## src/rtl/fetch_stage_pkg.sv

```systemverilog
// Shared definitions for the WISC-SP13 instruction-fetch stage:
// FSM state encoding and fixed instruction/PC constants.
package fetch_stage_pkg;

  typedef enum logic [1:0] {
    S_FETCH  = 2'd0,
    S_SKID   = 2'd1,
    S_FLUSH  = 2'd2,
    S_HALTED = 2'd3
  } fetch_state_e;

  localparam logic [15:0] NOP_WORD    = 16'h0800;
  localparam logic [4:0]  HALT_OPCODE = 5'b00000;
  localparam logic [15:0] PC_STEP     = 16'd2;

endpackage

```

## src/rtl/fetch_stage_if.sv

```systemverilog
// Instruction-memory handshake plus the IF/ID and redirect signals shared with decode.
// master = fetch stage, slave = memory/decode side.
interface fetch_stage_if;
  logic        imem_req;
  logic [15:0] imem_addr;
  logic [15:0] imem_rd_data;
  logic        imem_done;
  logic        imem_err;

  logic        pc_sel;
  logic [15:0] bj_addr;
  logic        halt;
  logic        stall;

  logic [15:0] instr;
  logic [15:0] pc_inc;
  logic        valid;

  modport master (
    output imem_req, imem_addr, instr, pc_inc, valid,
    input  imem_rd_data, imem_done, imem_err, pc_sel, bj_addr, halt, stall
  );

  modport slave (
    input  imem_req, imem_addr, instr, pc_inc, valid,
    output imem_rd_data, imem_done, imem_err, pc_sel, bj_addr, halt, stall
  );
endinterface

```

## src/rtl/fetch_pc_reg.sv

```systemverilog
// 16-bit program counter: redirect load has priority over the sequential step;
// the increment wraps modulo 2^16.
module fetch_pc_reg
  import fetch_stage_pkg::*;
#(
  parameter logic [15:0] RESET_PC = 16'h0000
) (
  input  logic        clk,
  input  logic        rst,
  input  logic        load,
  input  logic [15:0] target,
  input  logic        step,
  output logic [15:0] pc,
  output logic [15:0] pc_next
);

  assign pc_next = pc + PC_STEP;

  // NOTE: sequential state uses non-blocking assignments so every flop samples pre-edge values.
  always_ff @(posedge clk or negedge rst) begin
    if (!rst)      pc <= RESET_PC;
    else if (load) pc <= target;
    else if (step) pc <= pc_next;
  end

endmodule

```

## src/rtl/fetch_stage.sv

```systemverilog
// Instruction-fetch stage: PC, variable-latency imem handshake, IF/ID register
// with a one-entry skid buffer, redirect squash, halt and sticky fetch error.
module fetch_stage
  import fetch_stage_pkg::*;
#(
  parameter logic [15:0] RESET_PC  = 16'h0000,
  parameter logic [15:0] NOP_INSTR = NOP_WORD
) (
  input  logic          clk,
  input  logic          rst,
  fetch_stage_if.master bus,
  output logic          halted,
  output logic          err
);

  fetch_state_e state, state_next;

  logic [15:0] pc, pc_next, flush_addr;
  logic [15:0] instr_q, pc_inc_q, skid_instr, skid_pc_inc;
  logic        valid_q;
  logic        consume, free;
  logic        pc_load, pc_step, ifid_load_mem, ifid_load_skid, ifid_clear;
  logic        skid_load, flush_cap, err_set;

  assign consume = valid_q & ~bus.stall;
  assign free    = ~valid_q | ~bus.stall;

  fetch_pc_reg #(.RESET_PC(RESET_PC)) u_pc (
    .clk     (clk),
    .rst     (rst),
    .load    (pc_load),
    .target  (bus.bj_addr),
    .step    (pc_step),
    .pc      (pc),
    .pc_next (pc_next)
  );

  always_ff @(posedge clk or negedge rst) begin
    if (!rst) state <= S_FETCH;
    else      state <= state_next;
  end

  // NOTE: every always_comb output gets a default first so no path can infer a latch.
  always_comb begin
    state_next     = state;
    pc_load        = 1'b0;
    pc_step        = 1'b0;
    ifid_load_mem  = 1'b0;
    ifid_load_skid = 1'b0;
    ifid_clear     = 1'b0;
    skid_load      = 1'b0;
    flush_cap      = 1'b0;
    err_set        = 1'b0;
    if (state != S_HALTED) begin
      if (bus.pc_sel) begin
        // The redirect squashes any younger halt and any data returned this cycle.
        pc_load    = 1'b1;
        ifid_clear = 1'b1;
        if ((state == S_FETCH || state == S_FLUSH) && !bus.imem_done) begin
          state_next = S_FLUSH;
          flush_cap  = (state == S_FETCH);
        end else begin
          state_next = S_FETCH;
        end
      end else if (bus.halt) begin
        state_next = S_HALTED;
        ifid_clear = 1'b1;
      end else begin
        case (state)
          S_FETCH: begin
            if (bus.imem_done && bus.imem_err) begin
              err_set    = 1'b1;
              ifid_clear = 1'b1;
              state_next = S_HALTED;
            end else if (bus.imem_done) begin
              pc_step = 1'b1;
              if (free) begin
                ifid_load_mem = 1'b1;
              end else begin
                skid_load  = 1'b1;
                state_next = S_SKID;
              end
            end else if (consume) begin
              ifid_clear = 1'b1;
            end
          end
          S_SKID: begin
            if (consume) begin
              ifid_load_skid = 1'b1;
              state_next     = S_FETCH;
            end
          end
          S_FLUSH: begin
            if (bus.imem_done) state_next = S_FETCH;
            if (consume)       ifid_clear = 1'b1;
          end
          default: ;
        endcase
      end
    end
  end

  always_ff @(posedge clk or negedge rst) begin
    if (!rst) begin
      valid_q     <= 1'b0;
      instr_q     <= NOP_INSTR;
      pc_inc_q    <= 16'h0000;
      skid_instr  <= NOP_INSTR;
      skid_pc_inc <= 16'h0000;
      flush_addr  <= RESET_PC;
      err         <= 1'b0;
    end else begin
      if (ifid_clear) begin
        valid_q <= 1'b0;
      end else if (ifid_load_mem) begin
        valid_q  <= 1'b1;
        instr_q  <= bus.imem_rd_data;
        pc_inc_q <= pc_next;
      end else if (ifid_load_skid) begin
        valid_q  <= 1'b1;
        instr_q  <= skid_instr;
        pc_inc_q <= skid_pc_inc;
      end
      if (skid_load) begin
        skid_instr  <= bus.imem_rd_data;
        skid_pc_inc <= pc_next;
      end
      if (flush_cap) flush_addr <= pc;
      if (err_set)   err        <= 1'b1;
    end
  end

  // The squashed request keeps its original address while the PC already holds the target.
  assign bus.imem_req  = rst && (state == S_FETCH || state == S_FLUSH);
  assign bus.imem_addr = (state == S_FLUSH) ? flush_addr : pc;
  assign bus.instr     = valid_q ? instr_q : NOP_INSTR;
  assign bus.pc_inc    = pc_inc_q;
  assign bus.valid     = valid_q;
  assign halted        = (state == S_HALTED);

endmodule
```

## src/flat_wrapper.sv

```systemverilog
// flat-port wrapper written by rule: the top's interface ports become plain ports
module fetch_stage_flat import fetch_stage_pkg::*;
#(
  parameter logic [15:0] RESET_PC  = 16'h0000,
  parameter logic [15:0] NOP_INSTR = NOP_WORD
)
  (clk, rst, halted, err, bus_imem_req, bus_imem_addr, bus_instr, bus_pc_inc, bus_valid, bus_imem_rd_data, bus_imem_done, bus_imem_err, bus_pc_sel, bus_bj_addr, bus_halt, bus_stall);
  fetch_stage_if bus_i ();
  input  logic clk;
  input  logic rst;
  output logic halted;
  output logic err;
  output wire logic [$bits(bus_i.imem_req)-1:0] bus_imem_req;
  output wire logic [$bits(bus_i.imem_addr)-1:0] bus_imem_addr;
  output wire logic [$bits(bus_i.instr)-1:0] bus_instr;
  output wire logic [$bits(bus_i.pc_inc)-1:0] bus_pc_inc;
  output wire logic [$bits(bus_i.valid)-1:0] bus_valid;
  input wire logic [$bits(bus_i.imem_rd_data)-1:0] bus_imem_rd_data;
  input wire logic [$bits(bus_i.imem_done)-1:0] bus_imem_done;
  input wire logic [$bits(bus_i.imem_err)-1:0] bus_imem_err;
  input wire logic [$bits(bus_i.pc_sel)-1:0] bus_pc_sel;
  input wire logic [$bits(bus_i.bj_addr)-1:0] bus_bj_addr;
  input wire logic [$bits(bus_i.halt)-1:0] bus_halt;
  input wire logic [$bits(bus_i.stall)-1:0] bus_stall;
  assign bus_imem_req = bus_i.imem_req;
  assign bus_imem_addr = bus_i.imem_addr;
  assign bus_instr = bus_i.instr;
  assign bus_pc_inc = bus_i.pc_inc;
  assign bus_valid = bus_i.valid;
  assign bus_i.imem_rd_data = bus_imem_rd_data;
  assign bus_i.imem_done = bus_imem_done;
  assign bus_i.imem_err = bus_imem_err;
  assign bus_i.pc_sel = bus_pc_sel;
  assign bus_i.bj_addr = bus_bj_addr;
  assign bus_i.halt = bus_halt;
  assign bus_i.stall = bus_stall;
  fetch_stage #(.RESET_PC(RESET_PC), .NOP_INSTR(NOP_INSTR)) u_core (.clk(clk), .rst(rst), .bus(bus_i), .halted(halted), .err(err));
endmodule
```

## config.mk

```make
export PLATFORM = sky130hd
export DESIGN_NAME = fetch_stage_flat
export DESIGN_NICKNAME = d
export VERILOG_FILES = /design/src/rtl/fetch_stage_pkg.sv /design/src/rtl/fetch_stage_if.sv /design/src/rtl/fetch_pc_reg.sv /design/src/rtl/fetch_stage.sv /design/src/flat_wrapper.sv
export SDC_FILE = /design/constraint.sdc
export NUM_CORES = 1
export LEC_CHECK = 0
export BUFFER_PORTS_ARGS = -buffer_cell sky130_fd_sc_hd__buf_2
export CORE_MARGIN = 4
export CORE_UTILIZATION = 45
export DETAILED_ROUTE_END_ITERATION = 7
export PLACE_DENSITY_LB_ADDON = 0.1
export SYNTH_ARGS = -nofsm -noshare
export SYNTH_HDL_FRONTEND = slang
export SYNTH_SLANG_ARGS = --single-unit
```

## constraint.sdc

```tcl
create_clock -name clk -period 5 [get_ports clk]
set_input_delay 0 -clock clk [delete_from_list [all_inputs] [get_ports clk]]
set_output_delay 0 -clock clk [all_outputs]
set_load 0.03 [all_outputs]
```

==> results of run 1 <==
cell usage after synthesis, types with 3 or more instances:
library cell  number  area (µm²)
buf_6              4        45.0
a21o_1             9        67.6
clkbuf_1          11        41.3
dfrtp_1           98        2450
buf_2             10        50.1
mux2i_1           20         200
nor2b_1            3        18.8
nor4_1             3        18.8
o21ai_0           48         240
ha_1               5        62.6
nand2_1           58         218
a221o_1            7        70.1
a22oi_1            5        37.5
nor3_1             3        15.0
buf_4              5        37.5
xnor2_1            9        78.8
xor2_1             4        35.0
nand3_1           11        55.1
nand4_1            3        18.8
nor2_1            25        93.8
inv_1              5        18.8
mux2_2            48         541
a211oi_1           8        60.1
nor3b_1            5        37.5
and2_1            17         106
a21oi_1            8        40.0
cell families (layout without fill, tap and decap cells):
kind of cell	Yosys count	in the layout
compound gates	98	98
xor+xnor	13	13
fa+ha+maj	5	5
buf+inv	38	150
flops	100	100
mux	69	69
simple gates	140	140
final timing paths:
| check | startpoint | to | slack [ps] | depth (start not counted) |
|---|---|---|---|---|
| worst max register to register | u_core.state[0] | u_core.skid_instr[2] | 1860 | 6 |
| worst min register to register | u_core.bus.pc_inc[7] | u_core.bus.pc_inc[7] | 480 | 1 |
| max in group asynchronous | rst | u_core.u_pc.pc[8] | 3730 | 3 |
| min in group asynchronous | rst | u_core.instr_q[9] | 210 | 2 |
| worst min-delay path | bus_pc_sel | u_core.state[1] | 30 | 4 |
| worst max-delay path | u_core.state[0] | u_core.skid_instr[2] | 1860 | 6 |
worst reg2reg max path: cells and delay by family, from the launching register on:
family	cells	cell delay, ps
adders and majority gates	1	330
buffers and inverters	1	130
DFF	1	420
muxes	1	440
and+or+nand+nor	3	1710
flip-flops by register name, indices dropped and copies added (netlist names):
signal              flops
u_core.bus.pc_inc      16
u_core.flush_addr      16
u_core.instr_q         16
u_core.skid_instr      16
u_core.skid_pc_inc     16
u_core.u_pc.pc         16
u_core.state            2
u_core.bus.valid        1
u_core.err              1
report_power, final:
part           leakage (nW)  switching (mW)  internal (mW)  total (mW)
clock network         0.112           0.279          0.286       0.565
logic                  1.53           0.577          0.398       0.976
registers              1.33           0.156          0.941        1.10
total                  2.98            1.01           1.62        2.64
stage by stage:
step,cells,total power [mW]
final,715,2.64
after global routing,715,2.82
after CTS,715,2.66
after detailed placement,664,2.06
after global placement,664,2.05
after floorplan,463,1.82
repair_timing:
item / in CTS / in global routing
endpoints found under the hold margin: 101 / 0
hold buffers: 35 / 0
setup endpoints to repair: 0 / 0
area by class of cell:
cell class / instances / area share (%)
flip-flops and latches: 100 / 41.5
multi-input cells: 325 / 37.8
repair buffers: 129 / 13.8
clock buffers: 13 / 2.97
well taps: 140 / 2.90
clock inverters: 3 / 0.705
inverters: 5 / 0.311
per-layer routing:
metal,global-route usage [%],vias to the layer above,share of wire (%)
met3,3.21,13,5.1
met1,26.9,1760,50
met5,0,-,0
met4,6.65,0,1.4
met2,26.5,93,43
li1,-,1848,-
layout by cell type (no fill, tap or decap), types with 7 or more instances in the layout:
| cell type | n |
|---|---|
| buf_2 | 89 |
| nand2_1 | 58 |
| and2_1 | 17 |
| nor2_1 | 24 |
| dfrtp_1 | 98 |
| o21ai_0 | 48 |
| clkbuf_8 | 13 |
| a21o_1 | 9 |
| mux2_2 | 48 |
| a211oi_1 | 8 |
| nand3_1 | 11 |
| a21oi_1 | 8 |
| a221o_1 | 7 |
| xnor2_1 | 9 |
| mux2i_1 | 20 |
| dlygate4sd3_1 | 35 |
==> impl_metrics.py, run 1 <==
metrics = {
    "run_status": {
        "status": "complete, no violations",
    },
    "floorplan": {
        "dieArea_um2": 12800,
        "start_util_pct": 46.0,
        "row_count": 38,
        "core-area_um2": 10800,
        "ios": 91,
        "die_height_um": 113,
        "die_w_um": 113,
    },
    "timing": {
        "period_share_pct": 62.7,
        "worstMarginPinSlew_ps": 1150,
        "hold_slack_ps": 28.4,
        "post-route-worst-setup-slack_ps": 1860,
        "relSlewSlack_pct": 23.1,
        "finalMaxSlewViolations": 0,
        "skew_ps": 8.30,
        "setup_violations": 0,
        "fmax_mhz": 319,
        "finalSetupTns_ps": 0,
        "rsz0062_at_grt": "false",
        "hold_violations": 0,
        "min_period_ps": 3140,
    },
    "layout": {
        "register_area_um2": 2500,
        "multiInputGateArea_um2": 2280,
        "n_fill_cell": 968,
        "drive_gt1_share_pct": 29.2,
        "final_cell_area_um2": 6030,
        "fin_util_pct": 55.6,
        "n_antenna_cell": 0,
        "nets": 614,
        "area_growth_pct": 20.9,
    },
    "worst_setup_path": {
        "worst_setup_path_start_kind": "register",
        "critPathMaxFanout": 23,
        "critPathArrivalTime_ps": 3390,
        "crit_type": "reg -> reg",
        "cp_cell_sequence": "inv_1 -> ha_1 -> and3b_1 -> nand2_1 -> nor2_2 -> mux2_2",
        "critPathBufInv": 1,
        "cpLargestDelayFamily": "simple AND/OR/NAND/NOR gates",
        "slowest_stage": "nor2_2",
        "required_ps": 5250,
        "slowest_delay_ps": 1050,
        "end_kind": "register",
    },
    "placement": {
        "place_area_um2": 5460,
        "place_congestion": 0.821,
        "port_buffers": 90,
        "dpl_worst_slack_ps": 1810,
        "dp_hpwl_um": 7570,
    },
    "grt": {
        "grt_pass1_vias": 3635,
        "grt_max_degree": 55,
        "overflow": 0,
        "grt.total_usage_pct": 18.1,
        "antenna_found_initial": 0,
        "grt_pass1_wl_um": 18600,
    },
    "yosys": {
        "yosysWarnings": 0,
        "synth_nets": 507,
        "syn_area_um2": 4990,
        "postSynthAreaPerCell_um2": 10.8,
        "ys_types": 53,
        "synth-seq-cells": 100,
        "synthAdderAreaFrac_pct": 1.25,
        "synth_top_family_by_area": "multiplexers",
        "synthMuxAreaShare_pct": 15.1,
        "synth-edff-count": 0,
        "async_flop_share_pct": 100,
        "yosys.area_share.simple_pct": 14.2,
        "syn_inst": 463,
        "synth_flop_cell": "dfrtp_1",
        "synth-compound-area-share_pct": 12.8,
        "synthXorXnorAreaFrac_pct": 2.28,
        "ys_seq_area_share_pct": 50.2,
    },
    "clocking": {
        "cts_setup_buffers": 0,
        "cts_num_sinks": 100,
        "cts-htree-levels": 3,
        "cts.repair.resized": 0,
        "root_buffer": "clkbuf_8",
        "cts_tree": "done",
        "clkLatencyLatePin_ps": 370,
        "clk_path_buf_depth": 2,
        "cts_made_buffers": 9,
        "clk_pin_slew_ps": 90,
    },
    "route": {
        "drc": 0,
        "ant_nets": 0,
        "drt_iter0_drc": 165,
        "via_per_inst": 5.19,
        "wl_per_cell_um": 15.3,
        "firstDrtPassIters": 4,
        "via_count": 3714,
        "wl_um": 10900,
    },
    "power_and_ir_drop": {
        "peakVddDrop_mv": 0.287,
        "p_leak_nw": 2.98,
        "p_per_area_nw_per_um2": 437,
    },
    "hold_path": {
        "hp-class": "in -> reg",
    },
    "job": {
        "maxCapViolCount": 0,
    },
}
Power figures use the tool's default switching activity.
==> inputs of run 2 (changes only) <==
Settings changed: ABC_AREA set to 1.
Clock period 5 ns to 3 ns, I/O delays scaled along.
==> impl_metrics.py, run 2 <==
metrics = {
    "run_status": {
        "status": "complete, no violations",
    },
    "timing": {
        "min_period_ps": 2570,
        "rsz0062_at_grt": "false",
        "relSlewSlack_pct": 59.0,
        "setup_violations": 0,
        "skew_ps": 5.48,
        "hold_violations": 0,
        "worstMarginPinSlew_ps": 614,
        "period_share_pct": 85.8,
        "hold_slack_ps": 9.40,
        "finalSetupTns_ps": 0,
        "post-route-worst-setup-slack_ps": 426,
        "finalMaxSlewViolations": 0,
        "fmax_mhz": 389,
    },
    "worst_setup_path": {
        "ff2ff_setup_slack_ps": 430,
        "worst_setup_path_start_kind": "register",
        "required_ps": 3240,
        "slowest_delay_ps": 490,
        "critPathArrivalTime_ps": 2810,
        "crit_type": "reg -> reg",
        "slowest_stage": "clkinv_1",
        "r2r-start": "u_core.state[0]",
        "end_kind": "register",
        "critPathMaxFanout": 48,
        "cp_cell_sequence": "inv_1 -> ha_1 -> nand3_1 -> nor2_4 -> nand2_2 -> buf_4 -> clkinv_1 -> nor2_1 -> nor2_1 -> nand2_1 -> nand2_1",
        "r2r_cells": 11,
        "worstReg2RegEnd": "u_core.bus.pc_inc[14]",
    },
    "hold_path": {
        "hp-class": "in -> reg",
        "hold_end": "u_core.err",
        "worstHoldPathCells": 3,
        "min_from": "bus_imem_done",
    },
    "placement": {
        "placed_cells": 884,
        "dpl_worst_slack_ps": 441,
        "place_area_um2": 5570,
        "dp_hpwl_um": 8560,
        "port_buffers": 90,
        "place_congestion": 0.871,
    },
    "power_and_ir_drop": {
        "peakVddDrop_mv": 0.525,
        "p_leak_nw": 3.38,
        "power_mw": 4.53,
        "p_per_area_nw_per_um2": 728,
        "combinationalPowerShare_pct": 34.0,
        "p_switching_mw": 1.77,
        "intPower_mw": 2.77,
        "swShare_pct": 39.0,
        "clockPowerShare_pct": 27.1,
        "p_seq_share_pct": 38.9,
    },
    "clocking": {
        "cts_setup_buffers": 0,
        "clkLatencyLatePin_ps": 350,
        "clk_path_buf_depth": 2,
        "cts_made_buffers": 9,
        "clk_pin_slew_ps": 70,
        "cts_tree": "done",
        "cts_num_sinks": 100,
        "cts-htree-levels": 3,
        "root_buffer": "clkbuf_16",
    },
    "yosys": {
        "synth_nets": 722,
        "synth_most_common_cell": "nand2_1",
        "yosysWarnings": 0,
        "synth_top_area_cell": "dfrtp_1",
        "synth_flop_cell": "dfrtp_1",
        "synth_common_cells": "293 x nand2_1, 98 x dfrtp_1, 77 x o21ai_0",
        "syn_area_um2": 5050,
        "postSynthAreaPerCell_um2": 7.45,
        "synth_area_leaders": "dfrtp_1 49%, nand2_1 22%, o21ai_0 7.6%",
        "yosysTopAreaCellShare_pct": 48.5,
        "synth-seq-cells": 100,
        "async_flop_share_pct": 100,
        "ys_types": 28,
        "synth-edff-count": 0,
        "ys_seq_area_share_pct": 49.6,
        "syn_inst": 678,
    },
    "grt": {
        "antenna_found_initial": 0,
        "use_met2_pct": 29.9,
        "gr-usage-met1_pct": 29.7,
        "top_usage_layer": "met2",
        "grt.total_usage_pct": 20.0,
        "grt_pass1_vias": 4365,
        "overflow": 0,
        "grtUsageMet3_pct": 3.77,
        "grt_pass1_wl_um": 20900,
        "grt_max_degree": 49,
    },
    "layout": {
        "drive_gt1_share_pct": 15.9,
        "nets": 833,
        "fin_util_pct": 57.0,
        "n_antenna_cell": 0,
        "final_cell_mix": "293 x nand2_1, 98 x dfrtp_1, 89 x buf_2",
        "area_growth_pct": 23.4,
        "n_fill_cell": 1079,
        "final_common_cell": "nand2_1",
        "final_cell_area_um2": 6230,
        "instances_no_fill": 934,
    },
    "floorplan": {
        "die_height_um": 114,
        "start_util_pct": 46.2,
        "core-area_um2": 10900,
        "die_w_um": 114,
        "ios": 91,
        "dieArea_um2": 13000,
        "row_count": 38,
    },
    "route": {
        "wl_per_cell_um": 13.2,
        "drt_iter0_drc": 339,
        "via_per_inst": 4.90,
        "drc": 0,
        "wl_um": 12300,
        "ant_nets": 0,
        "via_count": 4579,
        "firstDrtPassIters": 6,
    },
    "job": {
        "maxCapViolCount": 0,
    },
}
-- run 2: routing by layer --
layer  routed length [µm]  part of all wire [%]
met3                  736                   6.0
met5                    0                     0
met1                 6060                    49
met2                 5340                    43
met4                  153                   1.2
-- run 2: final cells by class --
| type | count | area, µm² | area share [%] |
|---|---|---|---|
| inverters | 71 | 267 | 4.28 |
| repair buffers | 131 | 846 | 13.6 |
| multi-input cells | 476 | 2120 | 34.0 |
| flip-flops and latches | 100 | 2500 | 40.2 |
| well taps | 140 | 175 | 2.81 |
| clock inverters | 4 | 55.1 | 0.883 |
| clock buffers | 12 | 267 | 4.28 |
-- run 2: timing repair --
action	in CTS	in global routing
hold buffers	34	0
hold endpoints to repair	70	0
gates resized for setup	0	0
-- run 2: worst max path at each step --
stage	startpoint	endpoint	slack (ps)	cells past startpoint
floorplan	u_core.state[0]	u_core.flush_addr[15]	1200	8
global placement	u_core.state[0]	u_core.bus.pc_inc[9]	550	11
detailed placement	u_core.state[0]	u_core.bus.pc_inc[14]	440	11
CTS	u_core.state[0]	u_core.bus.pc_inc[14]	400	11
global route	u_core.state[0]	u_core.bus.pc_inc[14]	130	11
finish	u_core.state[0]	u_core.bus.pc_inc[14]	430	11
-- run 2: critical path: cells and delay by family, from the launching register on --
kind / cells / cell delay (ps)
buf+inv: 3 / 950
simple gates: 7 / 780
flops: 1 / 410
fa+ha+maj: 1 / 290
-- run 2: cells by family (layout without fill, tap and decap cells) --
group / count (synthesis) / count (layout) / share of synthesized area, %
AND/OR/NAND/NOR: 358 / 358 / 28.3
AO/OA/AOI/OAI: 110 / 110 / 11.9
buffers and inverters: 102 / 218 / 8.49
flip-flops: 100 / 100 / 49.6
adder cells (fa/ha/maj): 5 / 5 / 1.24
XOR/XNOR: 3 / 3 / 0.520
-- run 2: power by group through the flow --
| stage | registers, mW | logic, mW | clock network, mW |
|---|---|---|---|
| after CTS | 1.76 | 1.55 | 1.25 |
| after global routing | 1.80 | 1.72 | 1.31 |
| after detailed placement | 1.79 | 1.51 | 0 |
| final | 1.77 | 1.54 | 1.23 |
| after floorplan | 1.80 | 1.03 | 0 |
| after global placement | 1.78 | 1.48 | 0 |
